--- src/rtl/paddle_ctrl.sv ---
// Two-paddle horizontal position controller: keyboard or ball-tracking moves,
// paced by a pausable tick divider, with saturating edge limits.
module paddle_ctrl #(
  parameter int unsigned POS_W     = 8,
  parameter int unsigned FIELD_MAX = 239,
  parameter int unsigned PAD_LEN   = 40,
  parameter int unsigned PAD_INI   = 100,
  parameter int unsigned STEP      = 2,
  parameter int unsigned TICK_DIV  = 4,
  parameter int unsigned DEADBAND  = 2
) (
  input  logic             clock,
  input  logic             reset,
  input  logic             pause,
  input  logic             key_ul,
  input  logic             key_ur,
  input  logic             key_dl,
  input  logic             key_dr,
  input  logic             mode_u,
  input  logic             mode_d,
  input  logic [POS_W-1:0] ball_x,
  output logic [POS_W-1:0] paddleU_ls,
  output logic [POS_W-1:0] paddleD_ls,
  output logic [POS_W-1:0] paddleU_pos,
  output logic [POS_W-1:0] paddleD_pos,
  output logic [1:0]       bound_u,
  output logic [1:0]       bound_d
);

  // Two extra bits keep centre+deadband and ls+STEP comparisons free of wrap.
  localparam int unsigned EXT_W   = POS_W + 2;
  localparam int unsigned LS_MAX  = FIELD_MAX + 1 - PAD_LEN;
  localparam int unsigned LS_RST  = (PAD_INI > LS_MAX) ? LS_MAX : PAD_INI;
  localparam int unsigned HALF_M1 = PAD_LEN / 2 - 1;
  localparam int unsigned CNT_W   = (TICK_DIV > 1) ? $clog2(TICK_DIV) : 1;
  localparam int unsigned CNT_TOP = TICK_DIV - 1;

  logic [CNT_W-1:0] cnt_q, cnt_d;
  logic [POS_W-1:0] u_ls_q, u_ls_d;
  logic [POS_W-1:0] d_ls_q, d_ls_d;
  logic             tick;

  // Next left edge for one paddle at a move tick.
  function automatic logic [POS_W-1:0] next_ls(
    input logic [POS_W-1:0] ls,
    input logic             key_l,
    input logic             key_r,
    input logic             auto_m,
    input logic [POS_W-1:0] bx
  );
    logic [EXT_W-1:0] ls_e;
    logic [EXT_W-1:0] c_e;
    logic [EXT_W-1:0] b_e;
    logic             go_l;
    logic             go_r;
    ls_e = EXT_W'(ls);
    c_e  = ls_e + EXT_W'(HALF_M1);
    b_e  = EXT_W'(bx);
    if (auto_m) begin
      go_r = b_e > (c_e + EXT_W'(DEADBAND));
      go_l = (b_e + EXT_W'(DEADBAND)) < c_e;
    end else begin
      go_l = key_l & ~key_r;
      go_r = key_r & ~key_l;
    end
    next_ls = ls;
    if (go_l) begin
      next_ls = (ls_e >= EXT_W'(STEP)) ? POS_W'(ls_e - EXT_W'(STEP)) : '0;
    end else if (go_r) begin
      next_ls = ((ls_e + EXT_W'(STEP)) <= EXT_W'(LS_MAX)) ?
                POS_W'(ls_e + EXT_W'(STEP)) : POS_W'(LS_MAX);
    end
    return next_ls;
  endfunction

  // Tick divider and position update.
  always_comb begin
    tick   = 1'b0;
    cnt_d  = cnt_q;
    u_ls_d = u_ls_q;
    d_ls_d = d_ls_q;
    if (!pause) begin
      tick  = (cnt_q == CNT_W'(CNT_TOP));
      cnt_d = tick ? '0 : cnt_q + CNT_W'(1);
    end
    if (tick) begin
      u_ls_d = next_ls(u_ls_q, key_ul, key_ur, mode_u, ball_x);
      d_ls_d = next_ls(d_ls_q, key_dl, key_dr, mode_d, ball_x);
    end
  end

  always_ff @(posedge clock) begin
    if (reset) begin
      cnt_q  <= '0;
      u_ls_q <= POS_W'(LS_RST);
      d_ls_q <= POS_W'(LS_RST);
    end else begin
      cnt_q  <= cnt_d;
      u_ls_q <= u_ls_d;
      d_ls_q <= d_ls_d;
    end
  end

  assign paddleU_ls  = u_ls_q;
  assign paddleD_ls  = d_ls_q;
  assign paddleU_pos = u_ls_q + POS_W'(HALF_M1);
  assign paddleD_pos = d_ls_q + POS_W'(HALF_M1);
  assign bound_u     = {u_ls_q == POS_W'(LS_MAX), u_ls_q == '0};
  assign bound_d     = {d_ls_q == POS_W'(LS_MAX), d_ls_q == '0};

endmodule
--- config.mk ---
export PLATFORM = sky130hd
export DESIGN_NAME = paddle_ctrl
export DESIGN_NICKNAME = d
export VERILOG_FILES = /design/src/rtl/paddle_ctrl.sv
export SDC_FILE = /design/constraint.sdc
export NUM_CORES = 1
export LEC_CHECK = 0
export CAP_MARGIN = 10
export CORE_MARGIN = 3
export CORE_UTILIZATION = 40
export DETAILED_ROUTE_END_ITERATION = 12
export HOLD_SLACK_MARGIN = 0.1
export SLEW_MARGIN = 25
export SYNTH_ARGS = -nofsm -noshare
export SYNTH_HDL_FRONTEND = slang
export SYNTH_SLANG_ARGS = --single-unit
--- constraint.sdc ---
create_clock -name clock -period 7.7 [get_ports clock]
set_clock_uncertainty 0.1 [all_clocks]
set_input_delay 1.54 -clock clock [delete_from_list [all_inputs] [get_ports clock]]
set_output_delay 1.54 -clock clock [all_outputs]
set_load 0.01 [all_outputs]
# Yosys cells after proc, flatten, opt, wreduce, memory -nomap -nowiden
# Cells that the tools add are included.
# classes
muxes	18
add_sub_neg	12
eq_ne	3
n_bitwise	8
order_cmp	8
n_reduce_logical	6
# op_table
op	n
2-to-1 mux 8 bit	8
adder 8 x 2 -> 9 bit (second input constant)	3
adder 9 x 2 -> 10 bit (second input constant)	2
> comparator 8 x 10 -> 1 bit	2
<= comparator 10 x 8 -> 1 bit (second input constant)	2
adder 8 x 5 -> 9 bit (second input constant)	2
adder 8 x 5 -> 8 bit (second input constant)	2
== test 8 bit (second input constant)	2
>= comparator 8 x 2 -> 1 bit (second input constant)	2
logical NOT 8 bit	2
subtractor 8 x 2 -> 8 bit (second input constant)	2
less-than comparator 10 x 9 -> 1 bit	1
less-than comparator 9 bit	1
2-to-1 mux 1 bit	9
bitwise AND 1 bit	4
inverter 1 bit	4
AND reduction 2 bit	2
nonzero test 2 bit	2
adder 2 x 1 -> 2 bit (second input constant)	1
== test 2 bit (second input constant)	1
2-to-1 mux 2 bit	1
# totals
in_bits	17
out_inout_bits	36
wordCells	58
register_bits	18

# Longest topological paths before layout
# depth
depth_word	7
ltp_mapped	16
ltp_nobuf	14

# Least setup slack after synthesis
# OpenSTA, ideal clock, no wires.
# synth_path
path_type	in2reg
from	in ball_x[1]
to	reg d_ls_q[7], in the netlist paddleD_ls[7]
stages	13
arrival_time_ns	3.712
setup_time_ns	0.132
path_slack_ns	3.756
n_path_buf	1
required_ns	7.468
cell_sequence	ha_1 > nand2_1 > or2_2 > xnor2_1 > ha_1 > o21ai_0 > nor3_1 > a21oi_1 > or2_2 > clkbuf_1 > o31a_1 > o21ai_1 > a21oi_1
# synth_between
elab_chain_cells	6
word_cells_on_any_way	10
# synth_lines
element	line_no	rtl
start: declaration	21	input logic [POS_W-1:0] ball_x,
adder 8 x 2 -> 9 bit	61	go_l = (b_e + EXT_W'(DEADBAND)) < c_e;
less-than comparator 9 bit	61	
2-to-1 mux 1 bit	59	if (auto_m) begin
2-to-1 mux 1 bit	86	if (tick) begin
nonzero test 2 bit (no source line)	n/a	
AND reduction 2 bit (no source line)	n/a	
end signal: assignment	96	d_ls_q <= POS_W'(LS_RST);
end signal: assignment	100	d_ls_q <= d_ls_d;
end: declaration	40	logic [POS_W-1:0] d_ls_q, d_ls_d;
# Several ways; a longest one is shown, not always the timed one. The select of a mux whose other input is x is not followed.
# A chain may end at the register's enable or synchronous reset.

# Worst setup path after layout
# layout_path
from	in ball_x[1]
to	reg u_ls_q[6], in the netlist paddleU_ls[6]
# layout_between
elab_chain_cells	6
word_cells_on_any_way	10
# layout_lines
element	line_no	rtl
adder 8 x 2 -> 9 bit	61	
less-than comparator 10 x 9 -> 1 bit	61	
2-to-1 mux 1 bit	59	
2-to-1 mux 1 bit	86	
nonzero test 2 bit (no source line)	n/a	
AND reduction 2 bit (no source line)	n/a	
end signal: assignment	95	u_ls_q <= POS_W'(LS_RST);
end signal: assignment	99	u_ls_q <= u_ls_d;
end: declaration	39	logic [POS_W-1:0] u_ls_q, u_ls_d;
# Several ways; a longest one is shown, not always the timed one. The select of a mux whose other input is x is not followed.

==> results.cfg <==
[setup_path]
worstPathRequired_ns = 7.73
critPathLaunchType = input port
rrSetupSlack_ns = 3.30
arrival_ns = 4.86
cp-endpoint = paddleU_ls[6]
reg2regPathDepth = 14
criticalPathCategory = input port to register
crit_fanout = 20
startpoint = ball_x[1]
r2r_start = paddleU_ls[1]
reg2reg_to = paddleU_ls[6]
critPathCaptureType = register

[power]
p_total_mw = 0.212
ir_drop_mv = 0.103
powerDensity_nw_per_um2 = 61.2
p_leak_nw = 1.39

[worst_hold_path]
hold_start = cnt_q[1]
hp-class = register to register

[grt]
grt_max_degree = 21
grt-ovfl-total = 0
grt_first_pass_wirelength_um = 13500
grt_pass1_vias = 2719
track_usage_pct = 19.1
antenna_found_initial = 0

[sta]
post-route-min-period_ns = 4.83
post-route-period-util_pct = 62.8
fmax_ghz = 0.207
setup_violations = 0
hold_violations = 0
setup_ws_ns = 2.87
relSlewSlack_pct = 46.2
drv_slew = 0
fin_tns_setup_ns = 0
rsz0062_at_grt = no
fin_hold_ws_ns = 0.406
worst_pin_slew_ns = 0.806

[clock_network]
clock-root-buffer = clkbuf_8
cts_setup_buffers = 0
h-tree-depth = 1
cts_hold_buf = 0
clk_latency_ns = 0.24
cts_sinks = 16
cts_resized = 0
clkTransAtPathRegs_ns = 0.06
cts_tree = yes
cts.path.max_buffers = 2
cts_buffers = 3

[floorplanning]
core-area_um2 = 6980
fp.dieW_um = 92.1
initial_utilization_pct = 42.5
dieHeight_um = 92.1
rows = 30
die_area_um2 = 8480
pin_count = 53

[cells_and_area]
multiInputGateArea_um2 = 2400
final_nets = 475
ff_latch_area_um2 = 320
antenna_cells = 0
drive_above_1_share_pct = 7.02
stdcell_count = 509
fill_cells = 711
area_growth_syn_to_layout_pct = 17.0

[synthesis]
synth_ff_type = dfxtp_1
ys_top_cells_by_count = ha_1 (43), nand2_1 (27), nor2_1 (25), inv_1 (24), nand3_1 (19)
synthMostInstantiatedCell = ha_1
syn_avg_cell_area_um2 = 7.68
synth.top_cell.area_share_pct = 18.1
netlist_top_cells_area = ha_1 (18%), dfxtp_1 (11%), xnor2_1 (5.3%)
synthCells = 386
ys_seq_area_share_pct = 10.8
synth_cell_types = 77
yosysWarnings = 0
synth-edff-count = 0
synthesis.area_um2 = 2970
ys_async_sr_fraction_pct = 0
yosys.area.top_type = ha_1
ys_ff_latch = 16

[drt]
final_antenna_net_count = 0
routedWlPerCell_um = 16.3
via_count = 2975
drtIter0Drc = 200
drc_errors = 0
via_per_inst = 5.84
drt-total-wl_um = 8320
dr.pass1.iters = 5

[flow_run]
max_cap_viol_count = 0

[place]
port_buffers = 48
preCtsSetupSlack_ns = 2.67
place_inst = 506
dp_hpwl_um = 6440
gp_congestion = 0.919

[run_status]
outcome = completed
-- cell usage in the layout (no fill, tap or decap), types with 3 or more instances in the layout --
cell type and count:
or3_1 3, nor3b_1 3, a211oi_1 8, nand2_1 27, o21ai_0 16, nor2_1 25
clkdlybuf4s50_1 48, nor4_1 3, clkbuf_8 3, o2111ai_1 3, a21oi_1 16, xnor2_1 18
conb_1 4, ha_1 43, nand3b_1 3, xor2_1 6, or2_2 3, and3_1 5
nand4_1 4, nand2b_1 9, nor3_1 17, o21ai_1 3, a2111oi_0 3, o211ai_1 4
o31ai_1 3, nand3_1 19, dfxtp_1 16, o21a_1 4, a31oi_1 5, inv_1 24
nor2b_1 5, o311ai_1 3
-- state kept, by name, indices dropped and copies added (netlist names) --
| name | count |
|---|---|
| cnt_q | 2 |
| paddleD_ls | 7 |
| paddleU_ls | 7 |
-- routing by layer --
layer	global-route usage [%]	up-vias	share of wire, %
li1	-	1474	-
met1	27.7	1381	48
met2	30.8	111	45
met3	1.56	9	5.5
met4	3.84	0	1.1
met5	0	-	0
-- power by group --
part	total, mW	internal (mW)	switching [mW]
clock	0.0614	0.0346	0.0268
combinational	0.0655	0.0288	0.0367
sequential	0.0855	0.0838	0.00162
-- critical path, stage by stage --
cell and delay (ns):
clkdlybuf4s50_1 0.60, ha_1 0.25, nand3_1 0.10, xnor2_1 0.30
ha_1 0.31, a211oi_1 0.19, o21ai_0 0.14, a31oi_1 0.19
buf_4 0.24, a21oi_1 0.08, a21oi_2 0.46, nand2_1 0.10
a221o_1 0.36
-- how the worst min path moves through the flow --
stage / end / slack, ns / cells past startpoint
global route: cnt_q[1] / 0.46 / 2
global placement: cnt_q[1] / 0.38 / 2
CTS: cnt_q[1] / 0.41 / 2
detailed placement: cnt_q[1] / 0.39 / 2
finish: cnt_q[1] / 0.41 / 2
floorplan: cnt_q[1] / 0.37 / 2
-- kinds of logic (layout without fill, tap and decap cells) --
family,Yosys count,in the layout,share of synthesized area [%]
simple gates,139,139,25.1
compound gates,104,104,27.3
buf+inv,53,78,8.44
fa+ha+maj,43,43,18.1
xor+xnor,28,28,9.66
flops,16,16,10.8
other cells,2,4,0.253
mux,1,1,0.338
-- layout make-up --
type	count	share of cell area, %
Clock buffer	3	1.19
Multi-Input combinational cell	319	69.2
Timing Repair Buffer	49	14.1
Tap cell	96	3.46
Sequential cell	16	9.23
Inverter	26	2.81
-- through the flow --
step / instance area, um^2 / utilization (%)
4_1_cts: 3470 / 49.7
3_3_place_gp: 3430 / 49.1
5_1_grt: 3470 / 49.7
6_report: 3470 / 49.7
2_1_floorplan: 2970 / -
3_5_place_dp: 3430 / 49.1
(Power assumes the default switching activity.)
==> edit: new RTL, same flow settings <==
Set the parameter `TICK_DIV` to 16 (it was 4).
--- a/src/rtl/paddle_ctrl.sv
+++ b/src/rtl/paddle_ctrl.sv
@@ -7,5 +7,5 @@
   parameter int unsigned PAD_INI   = 100,
   parameter int unsigned STEP      = 2,
-  parameter int unsigned TICK_DIV  = 4,
+  parameter int unsigned TICK_DIV  = 16,
   parameter int unsigned DEADBAND  = 2
 ) (
Function: changed (Yosys sat finds a counterexample within 10 cycles, from zero or initial values and one cycle with reset high).
==> edit against the unedited design <==
Fmax down 4.4%. Synthesized area down 1.9%. Design area down 1.2%. Sequential share of layout area up 1.3 points. Sequential cell count up 2. Worst setup slack worse by 0.22 ns. Wire length down 2.5%. Critical path depth unchanged. Power up 17%. First-iteration DRC count unchanged.
==> edit: results (changes against the unedited design) <==
Status = completed
Hpwl dp = 6.25 mm (-3.1%)
Tot GR Track Use = 0.192 (+0.000716)
DRT Pass-1 Iters = 5 (unchanged)
M1 WL = 3.93 mm (-1.7%)
Most common library cells after synthesis = 40 x ha_1, 30 x nand2_1, 27 x inv_1
Drt wl/cell = 15.7 um (-4.0%)
Placed insts = 513 (+1.4%)
Worst Path Max Fanout = 14 (-30%)
Final worst path period share = 0.656 (+0.0287)
Relative slew margins = 0.393 (-0.0685)
Worst EP arrival = 5.14 ns (+0.28 ns)
Post-CTS setup buffers = 0 (unchanged)
Register-to-Register Setup Slack = 3.63 ns (+0.33 ns)
Yosys warnings = 0 (unchanged)
Net count, final = 479 (+0.84%)
Reg2reg end = paddleU_ls[7]$_SDFFE_PP0P_
Seq/Total Area, Yosys = 0.124 (+0.0158)
Worst reg2reg path depth = 13 (-1)
Area contributors post-synth = ha_1 17%, dfxtp_1 12%, xnor2_1 6.0%, nand2_1 3.9%, a21oi_1 3.8%
DR WL met2 = 3.78 mm (+0.11%)
Hold Path End = cnt_q[3]$_SDFFE_PP0N_
P_int = 0.000171 W (+16%)
Lkg Pwr = 1.39 nW (about the same)
Routability cong. = 0.876 (-4.6%)
Count of non-filler cells in the finished layout = 517 (+1.6%)
Post-Synth XOR/XNOR Area = 0.0985 (+0.00183)
Share of layout cells above drive strength 1 = 0.0594 (-0.0108)
DP Area = 0.00337 mm2 (-1.8%)
Vias per cell = 5.76 (-1.5%)
Seq pwr = 0.000101 W (+18%)
Max rail drop VDD = 0.0949 mV (-8.2%)
Worst hold margin = 0.400 ns (-0.00608 ns)
Compound-gate portion of the synthesized area = 0.252 (-0.0202)
Number of global-route vias before repair = 2767 (+1.8%)
Post-synthesis mux area share = 0.0107 (+0.00737)
Logic gate share of total power = 0.276 (-0.032)
Place WS = 2.42 ns (-0.255 ns)
Synth Area in Adders = 0.175 (-0.00603)
Crit. Startpoint = ball_x[1]
Synth cell types = 70 (-9.1%)
Top sig layer = met4
First-pass GRT wire length = 13.5 mm (+0.31%)
Mapped Avg Cell Area = 7.37 um2 (-4.1%)
Met3 wire length = 324 um (-30%)
==> edit: cell types whose count changed after synthesis, sizes merged, moves of 4 or more <==
cell,delta
a211oi,-4
a21oi,+4
nand2,+4
nor3,+4
o21a,-4
o21ai,+4
o311ai,-4
==> edit: per-layer routing <==
| layer | GRT usage | vias up |
|---|---|---|
| li1 | - | 1483 |
| met4 | 0.0339 | 0 |
| met2 | 0.316 | 83 |
| met1 | 0.273 | 1402 |
| met3 | 0.0174 | 9 |
| met5 | 0 | - |
==> edit: final cells by class <==
cell class	instances	area, um2
Multi-Input combinational cell	324	2310
Timing Repair Buffer	48	480
Sequential cell	18	360
Clock buffer	4	55.1
Tap cell	96	120
Fill cell	720	3480
Inverter	27	101
==> edit: through the flow <==
step / total power [W] / utilization
after CTS: 0.000249 / 0.496
after floorplan: 0.000148 / -
after detailed placement: 0.000171 / 0.488
after global routing: 0.000263 / 0.497
after global placement: 0.000170 / 0.488
final: 0.000248 / 0.497
